--- config.mk ---
export PLATFORM = sky130hd
export DESIGN_NAME = fetch_unit
export DESIGN_NICKNAME = d
export VERILOG_FILES = /design/src/rtl/fetch_unit.sv
export SDC_FILE = /design/constraint.sdc
export NUM_CORES = 1
export LEC_CHECK = 0
export CORE_MARGIN = 4
export CORE_UTILIZATION = 45
export DETAILED_ROUTE_END_ITERATION = 10
export DONT_BUFFER_PORTS = 1
export GPL_TIMING_DRIVEN = 0
export MAX_ROUTING_LAYER = met4
export SYNTH_ARGS = -nofsm -noshare
export SYNTH_HDL_FRONTEND = slang
export SYNTH_MEMORY_MAX_BITS = 65536
export SYNTH_SLANG_ARGS = --single-unit
--- constraint.sdc ---
create_clock -name clk -period 8.4 [get_ports clk]
set_clock_uncertainty 0.1 [all_clocks]
set_input_delay 0.84 -clock clk [delete_from_list [all_inputs] [get_ports clk]]
set_output_delay 0.84 -clock clk [all_outputs]
set_load 0.02 [all_outputs]
--- src/rtl/fetch_unit.sv ---
// fetch_unit: VR16 instruction-fetch front end (program counter, return stack, instruction ROM).
// Latency: counter_reg updates every edge; instruction lags counter_reg by one cycle.
// Backpressure: none on the PC; imem_enable=0 freezes instruction while the PC keeps advancing.
//
// Ports:
//   clk, reset                  single clock, synchronous active-high reset
//   jump_enable, jump_address   load PC with target, push counter_reg+1 on the return stack
//   return_enable               pop return stack into PC (ignored when empty or when jumping)
//   imem_enable                 instruction ROM read enable
//   counter_reg                 current program counter
//   instruction                 registered ROM word addressed by the previous counter_reg
//   stack_full, stack_empty     return-stack occupancy flags
module fetch_unit #(
  parameter int IMEM_DEPTH  = 256,
  parameter int STACK_DEPTH = 8,
  parameter     INIT_FILE   = ""
) (
  input  logic        clk,
  input  logic        reset,
  input  logic        jump_enable,
  input  logic [15:0] jump_address,
  input  logic        return_enable,
  input  logic        imem_enable,
  output logic [15:0] counter_reg,
  output logic [15:0] instruction,
  output logic        stack_full,
  output logic        stack_empty
);

  localparam int AW = $clog2(IMEM_DEPTH);
  localparam int SW = $clog2(STACK_DEPTH);
  // Pointer is one bit wider than the index so it can represent STACK_DEPTH (full).
  localparam logic [SW:0] SP_FULL = (SW+1)'(STACK_DEPTH);

  logic [15:0] mem   [IMEM_DEPTH];
  logic [15:0] stack [STACK_DEPTH];
  logic [SW:0] sp;
  logic [SW:0] sp_dec;
  logic [15:0] pc_inc;
  logic        do_push;
  logic        do_pop;

  // ROM contents start at zero.
  initial begin
    for (int i = 0; i < IMEM_DEPTH; i++) mem[i] = 16'h0000;
  end

  assign pc_inc      = counter_reg + 16'd1;
  assign sp_dec      = sp - 1'b1;
  assign stack_empty = (sp == '0);
  assign stack_full  = (sp == SP_FULL);

  // A jump always wins over a simultaneous return; a push into a full stack is dropped.
  assign do_push = jump_enable && !stack_full;
  assign do_pop  = !jump_enable && return_enable && !stack_empty;

  always_ff @(posedge clk) begin
    if (reset) begin
      counter_reg <= 16'h0000;
      instruction <= 16'h0000;
      sp          <= '0;
    end else begin
      // Upper PC bits are ignored, so addresses alias modulo IMEM_DEPTH.
      if (imem_enable) instruction <= mem[counter_reg[AW-1:0]];

      if (jump_enable) begin
        counter_reg <= jump_address;
        if (do_push) sp <= sp + 1'b1;
      end else if (do_pop) begin
        counter_reg <= stack[sp_dec[SW-1:0]];
        sp          <= sp_dec;
      end else begin
        counter_reg <= pc_inc;
      end
    end
  end

  // Stack storage has no reset; only the pointer defines validity.
  always_ff @(posedge clk) begin
    if (!reset && do_push) stack[sp[SW-1:0]] <= pc_inc;
  end

endmodule

==> results.toml <==
[cells_and_area]
num-fill-cells = 1068
largest_reg_flops = 128
finish.utilization = 0.543
nNetsFinal = 464
area_growth_syn_to_layout_pct = 16.6
diodes = 0
layout_common_cells = "edfxtp_1 (128), nand2_1 (46), mux4_2 (29)"
final_cells = 629
drive_gt1_frac = 0.241
final_area_um2 = 7280
final_common_cell = "edfxtp_1"

[logic_synthesis]
synth-warning-count = 0
synth.area.top_cells = "edfxtp_1 (62%), mux4_2 (10%), dfxtp_1 (6.4%), nand2_1 (2.8%), buf_4 (2.3%)"
yosysTopAreaCell = "edfxtp_1"
synthesis.area_um2 = 6240
yosysSeqAreaShare = 0.680
synth_top_area_frac = 0.616
syn_avg_cell_area_um2 = 15.7
ys_ff_latch = 148
yosys.cell_types.count = 42
syn_inst = 398

[global_routing]
grt_max_degree = 17
grt_pass1_wl_mm = 20.4
antenna_found_initial = 0
overflow = 0
first_global_vias = 3542
grt_use_total = 0.179

[worst_setup_path]
path_max_fanout = 10
crit_chain = "buf_6, buf_8, inv_1, ha_1, nor3b_2, nor2b_1, clkbuf_1, nand3_1, o211ai_1, o21ai_0"
r2r_start = "sp[0]"
worstPathArrival_ns = 3.23
setup.worst_path.start_class = "flip-flop"
r2r_slack_ns = 5.34
slowest_stage = "clkbuf_1"
path_delay_family = "buffers and inverters"
critPathKind = "reg -> reg"
endpoint_kind = "flip-flop"
crit_path_max_incr_delay_ns = 0.53
worstPathRequired_ns = 8.57
crit_buf_inv = 4
r2r_cells = 10
r2r-end = "counter_reg[5]"

[timing]
hold_viol = 0
grt_setup_unrepaired = "no"
maxSlewHeadroom = 0.462
clock.fmax_mhz = 327
setup_viol = 0
finalSetupTns_ns = 0
final_max_slew_viol_count = 0
setup_ws_ns = 5.34
hold_ws_ns = 0.468
fin_crit_sh = 0.365
worst_pin_slew_ns = 0.801
fin_crit_ns = 3.06

[clock_network]
cts.sinks = 148
htreeDepth = 4
cts_root_buf = "clkbuf_16"
path_clk_slew_ns = 0.06
post_cts_buffers = 0
cts_resized = 0
clock_path_buffers = 2
cts_buffers = 17
cts_tree = "yes"
clock_latency_ns = 0.41
cts_hold_buf = 0

[floorplan]
die_y_um = 126
initial_core_util = 0.466
num_rows = 42
io_pins = 55
die_area_um2 = 15800
coreArea_um2 = 13400
die_w_um = 126

[detailed_routing]
drt-vias-per-instance = 5.43
wl_per_cell_um = 21.1
vias = 3416
drcViolationCount = 0
drt_wl_total_mm = 13.3
drt_iter0_markers = 276
ant_nets = 0
dr.pass1.iters = 4

[pwr]
total_power_mw = 2.45
p_per_area_nw_per_um2 = 337
vdd_drop_max_mv = 0.174
power.leakage_nw = 2.50

[placed_design]
dp_hpwl_mm = 9.24
portBuffers = 0
gp_congestion = 0.841
place_area_um2 = 6670
placed_cells = 597
dp_slack_ns = 5.26

[worst_hold_path]
hold_start = "jump_address[15]"
whs_endpoint = "counter_reg[15]"
hold_path_class = "in -> reg"
holdPathStages = 1

[run]
cap_violations = 0

[outcome]
outcome = "finished, final reports clean"
==> metal layers <==
layer | track usage | vias up | part of all wire
met1 | 0.218 | 1691 | 0.38
met5 | - | - | 0
met3 | 0.0436 | 18 | 0.078
met4 | 0.0662 | 0 | 0.018
met2 | 0.293 | 131 | 0.52
li1 | - | 1576 | -
==> worst reg2reg max path, cell delays in order, from the launching register on <==
cell      delay [ns]
dfxtp_1         0.37
buf_6           0.22
buf_8           0.18
inv_1           0.09
ha_1            0.30
nor3b_2         0.25
nor2b_1         0.44
clkbuf_1        0.53
nand3_1         0.18
o211ai_1        0.14
o21ai_0         0.12
==> how the worst max path moves through the flow <==
stage	start	end	depth (start not counted)
final	sp[0]	counter_reg[5]	10
after global routing	sp[0]	counter_reg[5]	10
after CTS	sp[0]	counter_reg[5]	10
after detailed placement	jump_enable	stack[0][4]	5
after global placement	jump_enable	stack[0][4]	4
after floorplan	jump_enable	stack[0][0]	4
==> cells by family (layout without fill, tap and decap cells) <==
family | Yosys count | in the layout | share of synthesized area
buffers and inverters | 43 | 83 | 0.0437
xor gates and xnor gates | 19 | 19 | 0.0279
AOI/OAI and AO/OA | 35 | 35 | 0.0383
adders and majority gates | 3 | 3 | 0.00601
other | 1 | 16 | 0.000601
DFF | 148 | 148 | 0.680
muxes | 35 | 35 | 0.122
and+or+nand+nor | 114 | 114 | 0.0812
==> Yosys cell counts <==
master / number
a211o_1: 4
a211oi_1: 2
a21oi_1: 5
a221o_1: 1
a22oi_1: 1
a31oi_1: 3
and3_1: 1
buf_1: 2
buf_2: 5
buf_4: 19
buf_6: 3
buf_8: 1
clkbuf_1: 6
conb_1: 1
dfxtp_1: 20
edfxtp_1: 128
ha_1: 3
inv_1: 7
mux2_2: 2
mux2i_1: 1
mux4_1: 3
mux4_2: 29
nand2_1: 46
nand2b_1: 2
nand3_1: 16
nand3b_1: 1
nand4_1: 3
nor2_1: 32
nor2b_1: 2
nor3_1: 3
nor3b_2: 1
nor4_1: 5
o211ai_1: 8
o21ai_0: 8
o22a_1: 1
o22ai_1: 1
o22ai_2: 1
or2_2: 1
or4_4: 1
xnor2_1: 13
xor2_1: 5
xor2_2: 1
==> report_power, final <==
part / switching [mW] / leakage, nW / internal [mW]
registers: 0.0598 / 1.34 / 0.896
logic: 0.416 / 0.870 / 0.298
clock network: 0.288 / 0.287 / 0.495
==> area by class of cell <==
type                       count  area (µm²)  share of cell area
clock inverter                14         185              0.0254
tap                          176         220              0.0303
buffer                        36         246              0.0339
multi-input combinational    222        1810               0.248
inverter                       7        26.3             0.00361
clock buffer                  18         429              0.0590
sequential                   148        4240               0.583
timing repair buffer           8         121              0.0167
(Power assumes the default switching activity.)
